[src/rtl/mouse_pkg.sv]
// Shared constants, converter state encoding and edge arithmetic for the mouse position path.
package mouse_pkg;

  localparam int DELTA_W = 9;
  localparam int WHEEL_W = 4;

  typedef enum logic [1:0] {
    IDLE  = 2'd0,
    SHIFT = 2'd1,
    DONE  = 2'd2
  } conv_state_t;

  // One correction step is enough because a 9-bit delta never exceeds MAX+1 when MAX >= 255.
  function automatic int sat_wrap(input int s, input int max, input logic wrap);
    if (s < 0) begin
      return wrap ? s + max + 1 : 0;
    end else if (s > max) begin
      return wrap ? s - (max + 1) : max;
    end
    return s;
  endfunction

endpackage

[src/rtl/bin2bcd_seq.sv]
// Sequential double-dabble binary-to-BCD converter, one input bit per cycle.
module bin2bcd_seq
  import mouse_pkg::*;
#(
  parameter int POS_W  = 10,
  parameter int DIGITS = 4
) (
  input  logic                  clk,
  input  logic                  rst,
  input  logic                  start,
  input  logic [POS_W-1:0]      bin,
  output logic [4*DIGITS-1:0]   bcd,
  output logic                  busy,
  output logic                  done
);

  conv_state_t           state, state_nxt;
  logic [3:0]            cnt;
  logic [POS_W-1:0]      sh;
  logic [4*DIGITS-1:0]   acc, acc_adj, acc_shift;
  logic                  last;

  assign last = (cnt == 4'(POS_W - 1));

  always_comb begin
    acc_adj = acc;
    for (int d = 0; d < DIGITS; d++) begin
      if (acc[4*d +: 4] > 4'd4) acc_adj[4*d +: 4] = acc[4*d +: 4] + 4'd3;
    end
  end

  assign acc_shift = {acc_adj[4*DIGITS-2:0], sh[POS_W-1]};

  always_comb begin
    state_nxt = state;
    busy      = 1'b0;
    done      = 1'b0;
    case (state)
      IDLE:  if (start) state_nxt = SHIFT;
      SHIFT: begin
        busy = 1'b1;
        if (last) state_nxt = DONE;
      end
      DONE: begin
        busy      = 1'b1;
        done      = 1'b1;
        state_nxt = IDLE;
      end
      default: state_nxt = IDLE;
    endcase
  end

  always_ff @(posedge clk) begin
    if (rst) begin
      state <= IDLE;
      cnt   <= '0;
      sh    <= '0;
      acc   <= '0;
      bcd   <= '0;
    end else begin
      state <= state_nxt;
      case (state)
        IDLE: begin
          if (start) begin
            sh  <= bin;
            acc <= '0;
            cnt <= '0;
          end
        end
        SHIFT: begin
          sh  <= sh << 1;
          acc <= acc_shift;
          cnt <= cnt + 4'd1;
          // Result is published on the final shift so it is already valid during DONE.
          if (last) bcd <= acc_shift;
        end
        default: ;
      endcase
    end
  end

endmodule

[src/rtl/mouse_position_tracker.sv]
// Accumulates PS/2 packets into bounded X/Y and wheel counters and renders X/Y as BCD.
// Packet latency is one cycle; conversion requests coalesce into a single pending flag.
module mouse_position_tracker
  import mouse_pkg::*;
#(
  parameter int POS_W  = 10,
  parameter int X_MAX  = 639,
  parameter int Y_MAX  = 479,
  parameter int X_HOME = 320,
  parameter int Y_HOME = 240,
  parameter int WRAP   = 0,
  parameter int DIGITS = 4,
  parameter int Z_EN   = 1
) (
  input  logic                      clk,
  input  logic                      rst,
  input  logic                      clear,
  input  logic                      done_tick,
  input  logic [DELTA_W-1:0]        xm,
  input  logic [DELTA_W-1:0]        ym,
  input  logic [WHEEL_W-1:0]        zm,
  output logic [POS_W-1:0]          x_pos,
  output logic [POS_W-1:0]          y_pos,
  output logic signed [7:0]         z_pos,
  output logic [4*DIGITS-1:0]       bcd_x,
  output logic [4*DIGITS-1:0]       bcd_y,
  output logic                      bcd_valid,
  output logic                      busy
);

  localparam int S_W = POS_W + 2;

  logic signed [S_W-1:0] sx, sy;
  logic [POS_W-1:0]      x_nxt, y_nxt;
  logic signed [7:0]     z_nxt;
  int                    zs;
  logic                  pending, start;
  logic                  bx_busy, by_busy, bx_done, by_done;

  // Screen Y grows downward, so an upward mouse delta is subtracted.
  assign sx    = $signed({2'b00, x_pos}) + S_W'($signed(xm));
  assign sy    = $signed({2'b00, y_pos}) - S_W'($signed(ym));
  assign x_nxt = POS_W'(sat_wrap(int'(sx), X_MAX, WRAP != 0));
  assign y_nxt = POS_W'(sat_wrap(int'(sy), Y_MAX, WRAP != 0));

  always_comb begin
    zs = int'(z_pos) + int'($signed(zm));
    if (Z_EN == 0)       z_nxt = '0;
    else if (zs > 127)   z_nxt = 8'sd127;
    else if (zs < -128)  z_nxt = 8'sh80;
    else                 z_nxt = 8'(zs);
  end

  assign busy      = bx_busy | by_busy;
  assign bcd_valid = bx_done & by_done;
  assign start     = pending & ~busy;

  always_ff @(posedge clk) begin
    if (rst) begin
      x_pos   <= POS_W'(X_HOME);
      y_pos   <= POS_W'(Y_HOME);
      z_pos   <= '0;
      pending <= 1'b1;
    end else begin
      if (clear) begin
        x_pos <= POS_W'(X_HOME);
        y_pos <= POS_W'(Y_HOME);
        z_pos <= '0;
      end else if (done_tick) begin
        x_pos <= x_nxt;
        y_pos <= y_nxt;
        z_pos <= z_nxt;
      end
      // A new request in the snapshot cycle wins, so the fresh value gets converted next.
      if (clear || done_tick) pending <= 1'b1;
      else if (start)         pending <= 1'b0;
    end
  end

  bin2bcd_seq #(.POS_W(POS_W), .DIGITS(DIGITS)) u_conv_x (
    .clk   (clk),
    .rst   (rst),
    .start (start),
    .bin   (x_pos),
    .bcd   (bcd_x),
    .busy  (bx_busy),
    .done  (bx_done)
  );

  bin2bcd_seq #(.POS_W(POS_W), .DIGITS(DIGITS)) u_conv_y (
    .clk   (clk),
    .rst   (rst),
    .start (start),
    .bin   (y_pos),
    .bcd   (bcd_y),
    .busy  (by_busy),
    .done  (by_done)
  );

endmodule
[config.mk]
export PLATFORM = sky130hd
export DESIGN_NAME = mouse_position_tracker
export DESIGN_NICKNAME = d
export VERILOG_FILES = /design/src/rtl/mouse_pkg.sv /design/src/rtl/bin2bcd_seq.sv /design/src/rtl/mouse_position_tracker.sv
export SDC_FILE = /design/constraint.sdc
export NUM_CORES = 1
export LEC_CHECK = 0
export BUFFER_PORTS_ARGS = -buffer_cell sky130_fd_sc_hd__buf_2
export CORE_ASPECT_RATIO = 1.75
export CORE_UTILIZATION = 45
export DETAILED_ROUTE_END_ITERATION = 10
export RECOVER_POWER = 100
export REMOVE_ABC_BUFFERS = 1
export SLEW_MARGIN = 20
export SYNTH_ARGS = -nofsm -noshare
export SYNTH_HDL_FRONTEND = slang
export SYNTH_HIERARCHICAL = 1
export SYNTH_SLANG_ARGS = --single-unit
[constraint.sdc]
create_clock -name clk -period 3.1 [get_ports clk]
set_input_delay 0.155 -clock clk [delete_from_list [all_inputs] [get_ports clk]]
set_output_delay 0.155 -clock clk [all_outputs]
set_load 0.005 [all_outputs]
**Yosys cells after proc, flatten, opt, wreduce, memory -nomap -nowiden**

Cells that the tools add are included.

- Register bits: 125
- Bits in latches: 0
- Bits in writable memories: 0
- ROM bits: 0
- Input bits: 26
- Output and inout bits: 62
- Memories: 0

- Add/subtract/negate cells: 13
- Multipliers: 0
- Div/mod/pow operators: 0
- Order comparisons: 14
- Equality and inequality tests: 10
- Shift-type cells: 0
- Mux-type cells: 39
- Bitwise logic cells: 4
- Reduce and logical (&&, ||, !) cells: 15

Operators by type and width:

| kind | number |
|---|---|
| $pmux W16 S2 | 2 |
| $mux W10 | 6 |
| $pmux W10 S2 | 2 |
| $gt A4 B3 Y1 const B | 8 |
| $mux W4 | 7 |
| $add A4 B2 Y4 const B | 6 |
| $lt A12 B1 Y1 const B | 2 |
| $mux W9 | 2 |
| $mux W16 | 1 |
| $mux W8 | 2 |
| $pmux W4 S2 | 2 |
| $add A11 B9 Y12 | 1 |
| $gt A12 B10 Y1 const B | 1 |
| $gt A12 B11 Y1 const B | 1 |
| $reduce_and A2 Y1 | 6 |
| $sub A11 B9 Y12 | 1 |
| $add A8 B4 Y9 | 1 |
| $gt A9 B8 Y1 const B | 1 |
| $lt A9 B8 Y1 const B | 1 |
| $add A4 B1 Y4 const B | 2 |
| $eq A4 B4 Y1 const B | 2 |
| $mux W1 | 8 |
| $pmux W2 S2 | 2 |
| $reduce_or A2 Y1 | 4 |
| other kinds (13) | 24 |

**Logic depth before layout (Yosys ltp)**

Gate-level depths: netlist of the first run.

- Word-level depth: 8
- Mapped depth: 11
- Mapped depth without buffers: 11

**Modules after synthesis**

Netlist of the first run, hierarchy kept.

By module, submodules not included:

| module | instances | cells each | area each (um^2) |
|---|---|---|---|
| bin2bcd_seq | 2 | 277 | 2436.1 |
| mouse_position_tracker | 1 | 327 | 2698.8 |

**Least setup slack after synthesis of the first run**

No wires, ideal clock.

- Path kind: reg2reg
- Start point: register y_pos[0]
- End point: register y_pos[5]
- Data arrival time: 2.759 ns
- Path slack: 0.219 ns
- Stages on the path, launching flop included: 12
- Period minus slack after synthesis: 2.881 ns
- Cells stage by stage: dfxtp_1 > inv_1 > ha_1 > fa_1 > nand2b_1 > a21oi_2 > nor2_1 > a211o_1 > xnor2_1 > or4b_4 > nor3b_1 > a221o_1

- Longest elaborated chain between the ends: 5
- Elaborated cells on any way between the ends: 7

RTL lines:

| item | line | source |
|---|---|---|
| start: declaration | mouse_position_tracker.sv:23 | `output logic [POS_W-1:0] y_pos,` |
| start signal: assignment | mouse_position_tracker.sv:61 | `y_pos <= POS_W'(Y_HOME);` |
| start signal: assignment | mouse_position_tracker.sv:67 | `y_pos <= POS_W'(Y_HOME);` |
| start signal: assignment | mouse_position_tracker.sv:71 | `y_pos <= y_nxt;` |
| $sub A11 B9 Y12 (*) | mouse_position_tracker.sv:42 | `assign sy = $signed({2'b00, y_pos}) - S_W'($signed(ym));` |
| $gt A12 B10 Y1 | mouse_pkg.sv:17 | `end else if (s > max) begin` |
| $mux W1 | mouse_pkg.sv:17 |  |
| $mux W1 | mouse_pkg.sv:15 | `if (s < 0) begin` |
| $mux W10 (*) | mouse_pkg.sv:20 | `return s;` |

Every way passes the cells marked *; elsewhere a longest branch is shown, timed or not.
A chain may end at the register's enable or synchronous reset.

**Worst setup path in the final report of the first run**

Same ends and word-level chain as after synthesis.

==> reports/results.txt, run 1 <==
The die outline area is 17400 um^2, and the number of enable-type register cells in the synthesized netlist is 0. In the routed layout, each cell is associated on average with a via count of 5.58. Synthesis handed over a netlist of 881 instances. Of all nets on the critical path, the largest fanout is 6. The worst IR drop on VDD is 0.316 mV, and the number of placed I/O pins is 88. Measured along the y axis, the die boundary spans 174 um. For the pin with the worst max-slew slack, the measured transition is 953 ps. Power spread over the standard cell area amounts to 666 nW/um^2. Period utilization: 0.945. Timing endpoint of the critical path: y_pos[5].

The first detailed-routing pass ran for 5 iterations. Kind of end point of the critical path: a register. For the final database, setup skew stands at 12.2 ps.

The post-synthesis register bit count came out at 125. The run finished with clean final reports. For this design the static power due to leakage is 0.00339 uW. The starting density of the core is 0.460. Among all flip-flop cells after synthesis, the most frequent one is dfxtp_1.

Buffers inserted to repair hold after CTS numbered 0. After floorplanning, the core was divided into 62 placement rows. After clock tree synthesis, the clock-pin slew on the worst setup and hold paths is 60 ps.

The endpoint identified for the worst register-to-register timing path is y_pos[5]. The number of antenna violations at the first check in global routing is 0, and the per-cell routed wire length is 15.2 um. The total number of nets in the final design was 1043; the deepest clock path buffer count was 2. Input and output buffers added on the ports amount to 87. Once the clock tree was built, the resizer swapped 0 gates to a different size. The sequential cell area fraction in the yosys report came out at 0.331.

Hold path startpoint: xm[0]. By area the synthesized netlist is led by dfxtp_1 33%, ha_1 9.3%, a21oi_1 5.6%. Counting distinct cell types in the post-synthesis netlist gives 80.

The share of flip-flops with an asynchronous set or reset after synthesis is 0, and the number of clock sinks seen by CTS is 125. Summed over all failing endpoints, the final setup total negative slack is 0 ps. The worst setup path is launched from a register. Entering global routing, the biggest net connects 66 pins. Measured along the x axis, the die boundary spans 100 um. The mapped netlist covers 7570 um^2.

For the number of buffers added for setup after CTS, the log shows 0. The placed wire-length estimate after detailed placement was 13200 um. The first global-routing pass estimated 30300 um of wire.

Clock latency on the worst-skew pair, taken at its later pin, is 410 ps. In this run the register-to-register setup slack is 170 ps. The startpoint of the lowest-slack register-to-register path was y_pos[0].

The H-tree was split into 4 levels. The number of DRC markers after the initial detailed-route iteration is 232, and the global router's overall resource usage is 0.216. Setup violations remaining at the end of the flow were counted as 0.

The core footprint is 16400 um^2. Ratio of cells with drive above 1 in the final layout: 0.146. The remaining antenna violation count is 0.

The total overflow left after global routing is 0. The logs give 6658 for the overall via count from detail_route and 0.362 for the relative slew slack. The kind of path behind the tightest hold check was input port to register.

Utilization after layout: 0.529. The highest clock frequency the design can meet is 0.341 GHz. The minimum clock period after layout is 2930 ps, and the weighted congestion at the end of routability-driven global placement is 0.856. The growth of design area from synthesis to finish is 14.9%. The fraction of synthesized cell area taken by the top area cell type came out at 0.331. The timing startpoint of the critical path was y_pos[0]. Buffers inserted during clock tree synthesis total 17.

Number of cells on the worst reg-to-reg path: 11. Across the run, the number of max-cap violations was 0. The tools report the max-slew violation count as 0. The layout has 1669 filler cells. TritonCTS built the clock tree. The post-synthesis area per instance came out at 8.59 um^2. After detailed routing, the number of remaining DRC violations is 0.

The run gives 6501 as the via count of the first global-routing pass. For the worst setup path, the data required time is 3400 ps. Clock tree synthesis selected as its root buffer the cell clkbuf_16.

The critical path in this run is classified as register to register. For the worst setup path, the data arrival time is 3230 ps. The antenna cell count was 0; the number of endpoints with negative hold slack in the final report was 0.

The Yosys step of the flow raised 6 warnings. The total length of routed wires came out at 18200 um. Summed over all instances, the cell type with the most area after synthesis is dfxtp_1. Setup repair after global routing left no endpoint under its margin.
[worst min path at each step]
stage	to	slack, ps	cells after the start
after global routing	x_pos[0]	110	3
after global placement	pending	430	2
after floorplan	u_conv_x/sh[9]	220	1
after CTS	x_pos[0]	100	3
final	x_pos[0]	110	3
after detailed placement	pending	430	2
[routing by layer]
metal,up-vias,wire (um),global-route usage
li1,3374,-,-
met1,3151,7520,0.233
met2,117,9840,0.412
met3,16,576,0.0431
met4,0,246,0.0682
met5,-,0,0
[state kept, by name (all words and copies together), names as in the netlist, 4 cells and up]
register      cells
u_conv_x/acc     16
u_conv_x/bcd     16
u_conv_y/acc     16
u_conv_y/bcd     16
u_conv_x/sh      10
u_conv_y/sh      10
x_pos            10
y_pos            10
z_pos             8
u_conv_x/cnt      4
u_conv_y/cnt      4
[cell usage after synthesis (all sizes together), types with 15 or more instances]
master,n
dfxtp,125
a21oi,85
nor2,75
o21ai,70
ha,56
inv,54
nand2,49
buf,23
nand3,23
nor3,23
nor2b,22
xnor2,21
clkbuf,20
a211oi,16
mux2i,16
a22o,15
[through the flow]
| step | cells | cell area [um^2] | setup WS, ps | hold WS (ps) | total power (uW) |
|---|---|---|---|---|---|
| after floorplan | 838 | 7330 | 219 | 220 | 3240 |
| after global placement | 1163 | 8160 | 182 | 431 | 3740 |
| after detailed placement | 1163 | 8160 | 164 | 434 | 3750 |
| after CTS | 1194 | 8810 | 157 | 96.5 | 5940 |
| after global routing | 1194 | 8700 | 41.7 | 112 | 6140 |
| final | 1194 | 8700 | 170 | 109 | 5790 |
[area by class of cell]
class                      instances  area [um^2]  area share
timing repair buffer             101          505      0.0581
inverter                          55          206      0.0237
clock inverter                    11          189      0.0217
multi-input combinational        658         4560       0.524
tap                              224          280      0.0322
clock buffer                      20          457      0.0525
sequential                       125         2500       0.288
[critical path: stages, from the launching register on]
cell      delay [ps]
dfxtp_1          320
inv_1             50
ha_1             200
fa_1             390
nand2b_1         200
a21oi_2          180
nor2_1            60
a211o_1          260
xnor2_1          160
or4b_4           520
nor3b_1          170
a221o_1          320
[layout by cell type, fill, tap and decap left out, drive strengths merged, types with 6 or more instances in the layout]
cell type    n
nand2       49
o31a         9
or3          8
xnor2       21
nor3        23
nor2        75
nor2b       22
nand3       23
or2          6
a32o         9
o22ai        8
ha          56
a22oi        6
inv         55
mux2         8
dfxtp      125
a21o         6
o21ai       70
a21oi       85
nand2b      13
a31oi        6
o221ai       9
clkbuf      47
a211oi      16
a22o        15
mux2i       16
o32ai        6
a221o        8
o21a        13
buf         74
[cell families after synthesis]
kind of cell               share of synthesized area
adders and majority gates                      0.107
buffers and inverters                         0.0595
and+or+nand+nor                                0.172
DFF                                            0.331
AOI/OAI and AO/OA                              0.267
muxes                                         0.0331
xor gates and xnor gates                      0.0301
[power by group]
part | leakage [uW] | switching, uW | internal [uW]
clock | 0.000312 | 715 | 1460
combinational | 0.00206 | 1070 | 669
sequential | 0.00102 | 115 | 1750
(Power assumes the default switching activity.)
==> inputs of run 2 (changes only) <==
--- a/config.mk
+++ b/config.mk
@@ -9,6 +9,7 @@
 export CORE_ASPECT_RATIO = 1.75
 export CORE_UTILIZATION = 45
 export DETAILED_ROUTE_END_ITERATION = 10
+export PLACE_DENSITY = 0.67
 export RECOVER_POWER = 100
 export REMOVE_ABC_BUFFERS = 1
 export SLEW_MARGIN = 20
==> constraint.sdc (replaced) <==
create_clock -name clk -period 2.49 [get_ports clk]
set_input_delay 0.1245 -clock clk [delete_from_list [all_inputs] [get_ports clk]]
set_output_delay 0.1245 -clock clk [all_outputs]
set_load 0.005 [all_outputs]
==> run 2 against run 1 <==
  * The run now ends with setup timing left
  * Sequential power rose by 24%
  * Critical path depth did not move
  * Die area did not move
  * Fmax rose by 7.0%
  * Sequential share of layout area fell by 2.5 points
  * Total power rose by 29%
  * Global-route usage rose by 0.35 points
  * First-iteration DRC count fell by 3.4%
  * Wire length rose by 5.1%
  * Critical path type unchanged
==> reports/results.txt, run 2 (synthesis results as in run 1) <==
The run finished, with violations left. The final reports fail on setup timing. The worst setup path is launched from a register. Across the VDD grid, the largest voltage drop is 0.406 mV. The net count of the finished layout is 1111. The final layout contains routed wiring with a total length of 19100 um. The first TritonRoute pass finished after 4 iterations. The worst hold path was traced through 3 stages. The tools report the DRC violations left as 0. Placed wire-length estimate after detailed placement: 13900 um.

For the max-slew violation count, the log shows 0. The number of port buffers was 87; the starting density of the core was 0.460. The worst setup path category was register to register. The tree is rooted in a clkbuf_16.

In this run the core area contains 62 standard-cell rows. Leaving out fill and tap cells, the most frequent cell in the layout is dfxtp_1. In the layout the commonest cells are 118 x dfxtp_1, 77 x a21oi_1, 77 x buf_4. The largest net degree at the start of global routing was 47. Setup slack of the critical path after layout: -248 ps. The utilization after layout is 0.582. Pin placement for this block handled 88 I/O pins. Cell internal power was estimated by the tool at 4890 uW.

After detailed routing, the number of vias per cell comes to 5.54. The layout has 1555 filler cells. The tools report the final setup violation count as 15. After detailed routing, the met2 layer carries 10400 um of wire. The number of buffers inserted for hold repair after clock tree synthesis was 0; the weighted congestion at the end of routability-driven global placement was 0.870.

The clock passes through at most 2 buffers. Setup repair after global routing could not meet its margin everywhere. STA puts the critical path data required time at 2790 ps.

The highest clock frequency the design can meet was 0.365 GHz. The floorplan step set the die width to 100 um. The global router's overall resource usage is 0.220, and the number of cells on the worst reg-to-reg path is 11.

The aggregate global routing overflow was 0. Switching power as a share of total power: 0.345. The area growth from synthesis to layout is 26.4%.

The run gives 0.524 as the relative slew slack. Transition time at the pin with the least slew margin: 712 ps. The logs give 6991 for the overall via count from detail_route and 2570 uW for the net switching power of the design.

Per-cell routed wire length: 15.1 um. The repair_antennas step left the layout with diodes totalling 0. The number of clock sinks seen by CTS is 125, and the part of the power in combinational logic is 0.350. Clock-pin slew on the worst setup and hold paths: 60 ps.

The number of antenna violations at the first check in global routing came out at 0. The worst setup path is captured at a register. Summed over all cells, the static leakage comes to 0.00382 uW. The clock reaches the later pin of the worst-skew pair after 410 ps. The period utilization works out to 1.10.

The logs give 4 for the depth of the CTS H-tree and 6922 for the via count of the first global-routing pass. TritonCTS built the clock tree. For the worst slack on hold paths, the log shows 96.8 ps. Along the worst path, the maximum fanout reaches 2. After detailed routing, the wire length on met1 is 7630 um. The part of the total power dissipated in sequential elements is 0.311, and the total length of routed met3 wires is 545 um. Data on the critical path arrives at its endpoint at 3030 ps. The core footprint is 16400 um^2. The die is 174 um tall. The kind of path behind the tightest hold check was input port to register. The logs give 0 for the number of endpoints with negative hold slack in the final report and 17400 um^2 for the die outline area. The power density of the placed cells was 780 nW/um^2. The relative contribution of the clock network to total power came out at 0.339.

The ratio of cells with drive above 1 in the final layout works out to 0.275. The number of DRC markers after the initial detailed-route iteration was 224; the number of clock buffers inserted by TritonCTS was 17. The minimum clock period after layout was 2740 ps; the remaining antenna violation count was 0. The wire length of the first global-routing pass was 31200 um. Clock skew on the completed layout was measured at 11.9 ps. After detailed routing, no signal wire sits above met4. Max-cap violations in this run came to 0.
run 2: changes by cell type in the layout (fill, tap and decap cells not counted), sizes merged:
cell / change
clkinv: +3
buf: +82
clkinvlp: +2
clkbuf: -16
bufinv: -2
run 2: path summary, 6_finish.rpt:
| check | startpoint | endpoint | slack, ps |
|---|---|---|---|
| max | y_pos[0] | y_pos[5] | -250 |
| min | xm[0] | x_pos[0] | 100 |
| max reg2reg | y_pos[0] | y_pos[5] | -250 |
| min reg2reg | u_conv_x/bcd[1] | u_conv_x/bcd[1] | 450 |
run 2: layout make-up:
class	instances	area, um^2	share of cell area
inverter	55	206	0.0216
clock buffer	18	429	0.0449
tap	224	280	0.0293
timing repair buffer	169	1050	0.109
clock inverter	14	170	0.0178
multi-input combinational	658	4920	0.514
sequential	125	2510	0.263
run 2: per-layer routing:
metal  GRT usage  vias to the layer above
met5           0                        -
met4      0.0894                        0
met3      0.0351                       34
met2       0.426                      122
met1       0.228                     3327
li1            -                     3508
run 2: power by group through the flow:
stage          Clock (uW)  Sequential, uW  Combinational, uW
2_1_floorplan           0            2330               1700
3_3_place_gp            0            2350               2430
3_5_place_dp            0            2360               2460
4_1_cts              2560            2320               2530
5_1_grt              2650            2350               2850
6_report             2530            2320               2610
run 2: per-stage QoR:
step	area (um^2)	worst slack, ps	std cells	TNS (ps)	total power (uW)
final	9570	-248	1263	-1300	7460
after global routing	9570	-338	1263	-3480	7850
after CTS	9330	-251	1256	-2850	7410
after detailed placement	8580	-395	1220	-4220	4820
after global placement	8580	-367	1220	-3430	4790
after floorplan	7330	-391	838	-5460	4040
run 2: repair_timing:
item                                   CTS  global route
endpoints found under the hold margin    0             0
setup buffers                            4             8
pin swaps                               23            33
setup endpoints to repair               20            26
gates resized for setup                 28            49
run 2: worst max-delay path, stage by stage (launching register included):
cell and delay [ps]:
dfxtp_2 330, inv_2 40, ha_4 160, fa_2 360, nand2b_4 160, a21oi_4 140, nor2_1 60, a211o_1 260
xnor2_1 160, or4b_4 490, nor3b_1 150, a221o_1 310
==> inputs of run 3 (changes only) <==
--- a/config.mk
+++ b/config.mk
@@ -15,5 +15,4 @@
 export SLEW_MARGIN = 20
 export SYNTH_ARGS = -nofsm -noshare
 export SYNTH_HDL_FRONTEND = slang
-export SYNTH_HIERARCHICAL = 1
 export SYNTH_SLANG_ARGS = --single-unit
==> run 3 against run 2 <==
  * The flow now finishes without violations
  * Critical path depth shrank 1
  * Count of clock-buffer cells in the layout stayed put
  * Final cell count down 8.0%
  * Utilization decreased by 1.2 points
  * Sequential share of layout area is 3.1 points higher
  * Critical endpoint is now x_pos[6]
  * Largest cell class unchanged
  * Highest routed layer unchanged
==> reports/results.txt, run 3 <==
The flow ran to the end, and the final reports show no timing, DRC or antenna violations. Entering global routing, the biggest net connects 82 pins. The fraction of synthesized cell area taken by the top area cell type was 0.359. The max-slew violation count was 0. The worst hold path belongs to the class input port to register.

The run gives 0 as the antenna cell count. Core footprint: 15000 um^2. The timing endpoint of the critical path was x_pos[6]. The tools report the launching element type of the critical path as a register.

Of all cell types, the one taking the most synthesized area is dfxtp_1. The relative slew slack was 0.426; the weighted congestion at the end of routability-driven global placement was 0.841. The routed design has 17200 um of wire. In the layout the commonest cells are 122 x dfxtp_1, 108 x nor2_1, 83 x a21oi_1. The tools report the count of cell types in the netlist as 63. The combinational family with the most area after synthesis was compound AO/OA/AOI/OAI gates. Yosys attributes the largest share of cell area to dfxtp_1 36%, ha_1 9.1%, a21oi_1 6.0%. Counting every instance in the synthesized netlist gives 853. The first global-routing pass estimated 28000 um of wire. The fraction of the mapped netlist area in adder cells is 0.110. The tools report the starting density of the core as 0.466. The count of cells in the finished layout, fillers not included, comes to 1162. The number of port buffers is 87. TritonCTS built the clock tree. The sequential cell area fraction in the yosys report was 0.359.

For the data arrival time of the worst path, the log shows 2740 ps. Leaving out fill and tap cells, the most frequent cell in the layout is dfxtp_1. Counting cells, the worst reg-to-reg path comes to 10.

The portion of netlist area occupied by mux cells was 0.0344; the die width was 96.1 um. The run gives 0.222 as the global router's overall resource usage. The worst path in the final design needs a cycle of 2440 ps, including I/O delays and setup. Based on the critical path, the design can be clocked at up to 0.410 GHz.

In the final design database the tool counted 1047 nets. The logs give 125 for the number of clock sinks seen by CTS and 234 for the number of DRC markers after the initial detailed-route iteration. The fraction of the mapped netlist area in compound gates works out to 0.240.

At the later pin of the worst-skew pair, clock insertion delay measures 420 ps. Synthesis inferred 125 register bits. The period utilization works out to 0.979. Summed over all nets, the half-perimeter wirelength after detailed placement is 12400 um.

The growth of design area from synthesis to finish was 22.4%. Summing over every cut layer, the via total after detailed routing is 6380. The transition time at the pin with the least slew margin was 861 ps. In this run the critical register-to-register path is launched from x_pos[0]. The die covers 16000 um^2. The simple logic cell fraction of the synthesized area works out to 0.160.

The number of clock buffers added by TritonCTS is 17. The relative contribution of the clock network to total power is 0.387. The post-synthesis area per instance was 8.18 um^2. Cell area after placement: 7840 um^2.

Share of flip-flops with an asynchronous set or reset after synthesis: 0. The kind of end point of the critical path is a register. The net switching power of the design is 2310 uW. The count of maximum capacitance violations is 0, and the post-route standard cell area excluding fillers is 8540 um^2. The first TritonRoute pass finished after 4 iterations.

The run gives 6129 as the via count of the first global-routing pass. The H-tree was split into 4 levels. The part of the total power dissipated in sequential elements was 0.327. The clock-pin slew on the worst setup and hold paths works out to 60 ps.

Power spread over the standard cell area amounts to 826 nW/um^2. Hold is met by 66.4 ps. For the post-synthesis cell area, the log shows 6980 um^2. The critical path is of the register to register type. The tools report the final setup violation count as 0. Along the worst path, the maximum fanout reaches 3.

In this run, synthesis inferred 0 flip-flops with an integrated enable. The run gives 0 ps as the setup total negative slack. The number of antenna violations at the first check in global routing was 0. The endpoint identified for the worst register-to-register timing path is x_pos[6].

The critical path goes through ha_4 > inv_1 > fa_2 > nor2b_2 > o211ai_1 > a311oi_2 > xor2_1 > o21ai_2 > nand3_1 > a311o_1. In the synthesized netlist, the cells that appear most often are 125 x dfxtp_1, 108 x nor2_1, 84 x a21oi_1. The run gives 4750 uW as the cell internal power dissipation. For this run, design rule violations remaining after detail routing come to 0.

The worst IR drop on VDD was 0.636 mV. The logs give 0 for the number of warning messages in the yosys log and 88 for the number of placed I/O pins. Slowest cell on the critical path: a311oi_2.

The ratio of cells with drive above 1 in the final layout was 0.162. After global routing the overflow that remains totals 0. dfxtp_1 is the most common cell in the netlist. The analysis attributes to cell leakage a power of 0.00349 uW. For the worst setup path, the data required time is 2790 ps. Setup repair after global routing could not meet its margin everywhere. The parity-gate share of the synthesized area counting xor and xnor cells is 0.0391. The logs give 1128 for the instance count after placement with tap cells included and 50 ps for the minimum setup slack among reg-to-reg paths. From bottom edge to top edge, the die measures 167 um. In the synthesized netlist the dominant register cell turns out to be dfxtp_1. The switching power as a share of total power is 0.327. After floorplanning, the core was divided into 59 placement rows.

In this design, the stage delay of the slowest critical-path cell is 390 ps. In the final routed layout, each cell accounts on average for 14.8 um. For the number of endpoints with negative hold slack in the final report, the log shows 0.

Part of the power in combinational logic: 0.286. The worst path meets setup with 53.1 ps of slack. The detail route stage leaves a number of antenna-violating nets equal to 0. The worst clock skew was 7.70 ps. The timing startpoint of the critical path is x_pos[0]. OpenSTA, run right after detailed placement, puts the worst setup slack at -43.0 ps. Clock tree synthesis selected as its root buffer the cell clkbuf_16. For the deepest clock path buffer count, the log shows 2.

The detail-routed via count per cell is 5.49.
-- run 3: changes by cell type in the layout (fill, tap and decap cells not counted), moves of 17 or more --
cell | before | now
buf_2 | 75 | 57
buf_4 | 77 | 34
nand2_1 | 47 | 66
nor2_1 | 67 | 108
clkbuf_1 | 14 | 42
a22oi_1 | 3 | 23
nor2b_1 | 21 | 4
-- run 3: critical path, delay by kind of cell (launching register included) --
kind	cells	cell delay, ps
buf+inv	1	40
compound gates	4	1100
flops	1	340
simple gates	2	240
xor+xnor	1	140
fa+ha+maj	2	470
-- run 3: how the worst min path moves through the flow --
stage                           startpoint                to  slack, ps  cells after the start
after floorplan                        rst  u_conv_x.acc[11]        190                      1
after global placement    u_conv_x.bcd[13]  u_conv_x.bcd[13]        440                      2
after detailed placement  u_conv_x.bcd[10]  u_conv_x.bcd[10]        440                      2
after CTS                            clear          z_pos[7]         60                      3
after global routing                 clear          y_pos[9]         70                      3
final                                clear          z_pos[7]         70                      3
-- run 3: what timing repair did --
action / CTS / global route
resized for setup: 2 / 31
hold buffers: 0 / 0
hold endpoints to repair: 0 / 0
setup endpoints to repair: 11 / 21
pin swaps: 0 / 12
setup buffers: 0 / 3
-- run 3: cells by family after synthesis --
kind of cell	after synthesis
AOI/OAI and AO/OA	257
and+or+nand+nor	252
adders and majority gates	61
DFF	125
xor gates and xnor gates	29
buffers and inverters	105
muxes	24
-- run 3: layout make-up --
cell class	count	area [um^2]
clock buffer	18	439
clock inverter	13	214
fill	1466	6440
inverter	65	244
multi-input combinational	623	4180
sequential	125	2510
tap	183	229
timing repair buffer	135	726
-- run 3: power groups by stage --
| stage | clock network [uW] | logic, uW | registers (uW) |
|---|---|---|---|
| floorplan | 0 | 1240 | 2310 |
| global placement | 0 | 1950 | 2340 |
| detailed placement | 0 | 1970 | 2340 |
| CTS | 2770 | 2000 | 2300 |
| global route | 2860 | 2240 | 2320 |
| finish | 2730 | 2020 | 2310 |
-- run 3: per-stage QoR --
step / power (uW) / utilization
4_1_cts: 7070 / 0.567
2_1_floorplan: 3560 / -
6_report: 7050 / 0.570
5_1_grt: 7420 / 0.570
3_5_place_dp: 4320 / 0.523
3_3_place_gp: 4290 / 0.523
-- run 3: metal layers --
layer  GRT usage  vias up  wire length, um
li1            -     3250                -
met1       0.228     2976             6690
met2       0.422      126             9530
met3      0.0434       28              599
met4      0.0798        0              335
met5           0        -                0
